==> src/rtl/mem_port_arbiter.sv <==
// Round-robin arbiter sharing one single-port memory between instruction and data requesters.
// Read done at T+2+LATENCY, write done at T+2; requesters hold req until done, stall_* freeze the pipe.
module mem_port_arbiter #(
    parameter int ADDR_W  = 32,
    parameter int MEM_AW  = 10,
    parameter int LATENCY = 1
) (
    input  logic              clk,
    input  logic              rst,
    input  logic              i_req,
    input  logic [ADDR_W-1:0] i_addr,
    input  logic              i_flush,
    output logic [31:0]       i_rdata,
    output logic              i_done,
    input  logic              d_req,
    input  logic              d_we,
    input  logic [ADDR_W-1:0] d_addr,
    input  logic [31:0]       d_wdata,
    output logic [31:0]       d_rdata,
    output logic              d_done,
    output logic              m_en,
    output logic              m_we,
    output logic [MEM_AW-1:0] m_addr,
    output logic [31:0]       m_wdata,
    input  logic [31:0]       m_rdata,
    output logic              stall_f,
    output logic              stall_m,
    output logic              busy
);
    typedef enum logic [1:0] {IDLE, ISSUE, WAIT, DONE} state_t;

    // LATENCY must lie in 1..15 so that LATENCY-1 fits the 4-bit wait counter.
    localparam logic [3:0] LAT_M1 = 4'(LATENCY - 1);

    state_t            state, state_nx;
    logic              gnt_d, gnt_d_nx;   // current / last grant, 1 = data port
    logic              kill, kill_nx;
    logic [3:0]        cnt, cnt_nx;
    logic              pick_d, kill_eff;
    logic              m_en_nx, m_we_nx, i_done_nx, d_done_nx, busy_nx;
    logic [MEM_AW-1:0] m_addr_nx;
    logic [31:0]       m_wdata_nx, i_rdata_nx, d_rdata_nx;
    logic              unused_addr;

    assign unused_addr = ^{i_addr[ADDR_W-1:MEM_AW+2], i_addr[1:0],
                           d_addr[ADDR_W-1:MEM_AW+2], d_addr[1:0]};

    assign stall_f = i_req & ~i_done;
    assign stall_m = d_req & ~d_done;

    always_comb begin
        state_nx   = state;
        gnt_d_nx   = gnt_d;
        kill_nx    = kill;
        cnt_nx     = cnt;
        m_en_nx    = 1'b0;
        m_we_nx    = m_we;
        m_addr_nx  = m_addr;
        m_wdata_nx = m_wdata;
        i_rdata_nx = i_rdata;
        d_rdata_nx = d_rdata;
        i_done_nx  = 1'b0;
        d_done_nx  = 1'b0;
        // On a tie the port that did not win last time gets the memory.
        pick_d     = d_req & (~i_req | ~gnt_d);
        kill_eff   = kill | (~gnt_d & i_flush);
        case (state)
            IDLE: begin
                if (i_req | d_req) begin
                    gnt_d_nx   = pick_d;
                    m_addr_nx  = pick_d ? d_addr[MEM_AW+1:2] : i_addr[MEM_AW+1:2];
                    m_we_nx    = pick_d & d_we;
                    m_wdata_nx = d_wdata;
                    m_en_nx    = 1'b1;
                    kill_nx    = 1'b0;
                    state_nx   = ISSUE;
                end
            end
            ISSUE: begin
                kill_nx = kill_eff;
                if (m_we) begin
                    d_done_nx = 1'b1;
                    state_nx  = DONE;
                end else begin
                    cnt_nx   = LAT_M1;
                    state_nx = WAIT;
                end
            end
            WAIT: begin
                kill_nx = kill_eff;
                if (cnt == 4'd0) begin
                    state_nx = DONE;
                    if (gnt_d) begin
                        d_rdata_nx = m_rdata;
                        d_done_nx  = 1'b1;
                    end else if (!kill_eff) begin
                        i_rdata_nx = m_rdata;
                        i_done_nx  = 1'b1;
                    end
                end else begin
                    cnt_nx = cnt - 4'd1;
                end
            end
            DONE: begin
                kill_nx  = kill_eff;
                state_nx = IDLE;
            end
            default: state_nx = IDLE;
        endcase
        busy_nx = (state_nx != IDLE);
    end

    always_ff @(posedge clk) begin
        if (rst) begin
            state   <= IDLE;
            gnt_d   <= 1'b0;
            kill    <= 1'b0;
            cnt     <= 4'd0;
            m_en    <= 1'b0;
            m_we    <= 1'b0;
            m_addr  <= '0;
            m_wdata <= '0;
            i_rdata <= '0;
            d_rdata <= '0;
            i_done  <= 1'b0;
            d_done  <= 1'b0;
            busy    <= 1'b0;
        end else begin
            state   <= state_nx;
            gnt_d   <= gnt_d_nx;
            kill    <= kill_nx;
            cnt     <= cnt_nx;
            m_en    <= m_en_nx;
            m_we    <= m_we_nx;
            m_addr  <= m_addr_nx;
            m_wdata <= m_wdata_nx;
            i_rdata <= i_rdata_nx;
            d_rdata <= d_rdata_nx;
            i_done  <= i_done_nx;
            d_done  <= d_done_nx;
            busy    <= busy_nx;
        end
    end
endmodule

==> config.mk <==
export PLATFORM = sky130hd
export DESIGN_NAME = mem_port_arbiter
export DESIGN_NICKNAME = d
export VERILOG_FILES = /design/src/rtl/mem_port_arbiter.sv
export SDC_FILE = /design/constraint.sdc
export NUM_CORES = 1
export LEC_CHECK = 0
export CORE_MARGIN = 5
export CORE_UTILIZATION = 35
export CTS_CLUSTER_DIAMETER = 50
export DETAILED_ROUTE_END_ITERATION = 10
export DONT_BUFFER_PORTS = 1
export PLACE_DENSITY_LB_ADDON = 0.3
export RECOVER_POWER = 100
export SLEW_MARGIN = 0
export SYNTH_ARGS = -nofsm -noshare
export SYNTH_HDL_FRONTEND = slang
export SYNTH_SLANG_ARGS = --single-unit
==> constraint.sdc <==
create_clock -name clk -period 4.45 [get_ports clk]
set_clock_uncertainty 0.05 [all_clocks]
set_input_delay 0.2225 -clock clk [delete_from_list [all_inputs] [get_ports clk]]
set_output_delay 0.2225 -clock clk [all_outputs]
set_load 0.005 [all_outputs]
==> impl_metrics.env <==
export IMPL_postLayoutCoreUtil_pct=45.5
export IMPL_synth_edff_count=0
export IMPL_core_area_mm2=0.0137
export IMPL_start_kind="register"
export IMPL_synthArstFlopShare_pct=0
export IMPL_slew_violations=0
export IMPL_p_comb_share_pct=22.0
export IMPL_relSlewSlack_pct=5.19
export IMPL_place_gp_congestion=0.786
export IMPL_tns_ps=0
export IMPL_critical_path_class="register to register"
export IMPL_first_global_vias=4102
export IMPL_num_rows=43
export IMPL_htree_levels=4
export IMPL_yosysMostFrequentCell="dfxtp_1"
export IMPL_switching_share_pct=31.7
export IMPL_syn_area_per_cell_um2=8.93
export IMPL_cts_max_path_buffers=2
export IMPL_grt_antenna_before_repair=0
export IMPL_num_nets_final=737
export IMPL_cp_max_fo=25
export IMPL_ys_types=37
export IMPL_internal_power_w=0.00238
export IMPL_required_ps=4720
export IMPL_rsz0062_at_grt="false"
export IMPL_grt_pass1_wl_um=21200
export IMPL_numCtsBuffers=17
export IMPL_final_hold_violation_count=0
export IMPL_drtIter0Drc=273
export IMPL_syn_inst=541
export IMPL_clock_power_share_pct=37.9
export IMPL_syn_nets=681
export IMPL_p_per_area_mw_per_mm2=559
export IMPL_synth_area_mm2=0.00483
export IMPL_synth_seq_area_share_pct=49.3
export IMPL_cts_tree="built"
export IMPL_drc_errors=0
export IMPL_yosys_warnings=0
export IMPL_yosysTopAreaCellShare_pct=49.3
export IMPL_num_antenna_cells=0
export IMPL_fin_crit_ps=3270
export IMPL_finalCritPeriodShare_pct=73.5
export IMPL_status="complete, no violations"
export IMPL_clk_pin_slew_ps=50
export IMPL_synthTopCellsByCount="119 x dfxtp_1, 70 x a21oi_1, 65 x nand2_1"
export IMPL_p_leak_nw=2.27
export IMPL_p_sw_w=0.00111
export IMPL_vias=4063
export IMPL_grtUsageTotal_pct=16.3
export IMPL_io_buffers=0
export IMPL_ys_seq_elements=119
export IMPL_start_util_pct=35.2
export IMPL_worst_pin_slew_ps=1420
export IMPL_hp_class="primary input to register"
export IMPL_peakVddDrop_uv=296
export IMPL_ant_nets=0
export IMPL_drive_above_1_share_pct=5.75
export IMPL_grt_start_max_net_pins=152
export IMPL_routedWlPerCell_um=17.0
export IMPL_max_freq_mhz=306
export IMPL_arrival_ps=3540
export IMPL_ctsResizeCount=0
export IMPL_layout_area_overhead_vs_synth_pct=29.2
export IMPL_viasPerCell=5.15
export IMPL_synth_ff_type="dfxtp_1"
export IMPL_cp_end_kind="register"
export IMPL_yosys_area_top_type="dfxtp_1"
export IMPL_synth_area_leaders="dfxtp_1 49%, mux2i_1 8.7%, nand2b_1 8.3%"
export IMPL_dieArea_mm2=0.0162
export IMPL_die_h_um=127
export IMPL_sequentialPowerShare_pct=40.1
export IMPL_die_w_um=127
export IMPL_dr_pass1_iters=4
export IMPL_insertion_delay_ps=400
export IMPL_setup_viol=0
export IMPL_wirelength_um=13400
export IMPL_num_fill_cells=1265
export IMPL_cap_violations=0
export IMPL_dp_hpwl_um=8190
export IMPL_clockRootBuffer="clkbuf_16"
export IMPL_cts_sinks=119
export IMPL_ios=247
export IMPL_grt_overflow_total=0
-- critical path, cell delays in order, from the launching register on --
cell and delay [ps]:
dfxtp_1 650, clkbuf_1 940, a21bo_1 550, mux2i_1 160
dlygate4sd3_1 590, a211oi_1 220
-- layout by cell type (no fill, tap or decap), types with 2 or more instances in the layout --
cell type        n
buf_4            2
a21oi_1         70
nor2b_1          4
a211oi_1        11
o21ai_1          4
dfxtp_1        119
nor3_1           3
nand2_1         65
clkinv_2         5
ha_1             6
nand4_1          3
nor2_1          15
mux2i_1         42
nand2b_1        64
inv_1            6
clkbuf_8         3
bufinv_16        2
clkinvlp_4       2
clkbuf_16       17
o21ai_0         33
dlygate4sd3_1   78
clkbuf_1         4
nand3_1         32
-- flip-flops by register name (all words and copies together), names as in the netlist --
register,flops
busy,1
cnt,4
d_done,1
d_rdata,32
gnt_d,1
i_done,1
i_rdata,32
kill,1
m_addr,10
m_en,1
m_wdata,32
m_we,1
state,2
-- stage by stage --
stage	cell area [um2]	power, W	hold slack [ps]	setup slack [ps]	cells
floorplan	4830	0.00197	291	2820	541
global placement	4890	0.00209	255	1990	679
detailed placement	4890	0.00212	254	1890	679
CTS	6270	0.00355	0.709	1820	789
global route	6240	0.00370	14.1	958	789
finish	6240	0.00349	18.6	1180	789
-- power groups by stage --
stage,Sequential [W],Clock [W],Combinational (W)
floorplan,0.00136,0,0.000607
global placement,0.00142,0,0.000673
detailed placement,0.00142,0,0.000700
CTS,0.00140,0.00136,0.000785
global route,0.00142,0.00142,0.000862
finish,0.00140,0.00132,0.000768
-- layout make-up --
class | instances | area [um2] | area share, %
flip-flops and latches | 119 | 2380 | 38.2
multi-input cells | 370 | 2200 | 35.3
repair buffers | 83 | 831 | 13.3
clock buffers | 22 | 474 | 7.60
well taps | 180 | 225 | 3.61
clock inverters | 9 | 100 | 1.60
inverters | 6 | 22.5 | 0.361
-- kinds of logic (layout without fill, tap and decap cells) --
group	Yosys count	after routing	synth area share (%)
buf+inv	52	120	4.82
mux	42	42	8.70
simple gates	193	193	20.9
compound gates	129	129	14.7
fa+ha+maj	6	6	1.55
flops	119	119	49.3
-- path summary, 6_finish.rpt --
| check | cells past startpoint | from | end | slack (ps) |
|---|---|---|---|---|
| min reg2reg | 2 | m_wdata[16]$_SDFFE_PP0P_ | m_wdata[16]$_SDFFE_PP0P_ | 430 |
| max reg2reg | 5 | gnt_d$_SDFFE_PP0P_ | m_addr[6]$_SDFFE_PP0P_ | 1180 |
| min | 2 | d_addr[7] | m_addr[5]$_SDFFE_PP0P_ | 20 |
| max | 5 | gnt_d$_SDFFE_PP0P_ | m_addr[6]$_SDFFE_PP0P_ | 1180 |
-- routing by layer --
| metal | vias to the layer above | share of wire, % | wire length [um] | GRT usage [%] |
|---|---|---|---|---|
| met3 | 25 | 9.9 | 1330 | 7.53 |
| met1 | 1919 | 40 | 5340 | 18.3 |
| li1 | 1957 | - | - | - |
| met2 | 162 | 48 | 6500 | 26.9 |
| met4 | 0 | 2.1 | 276 | 6.56 |
| met5 | - | 0 | 0 | 0 |
-- what timing repair did --
action | CTS | global route
hold buffers | 79 | 0
hold endpoints to repair | 119 | 0
setup buffers | 0 | 0
(Power assumes the default switching activity.)
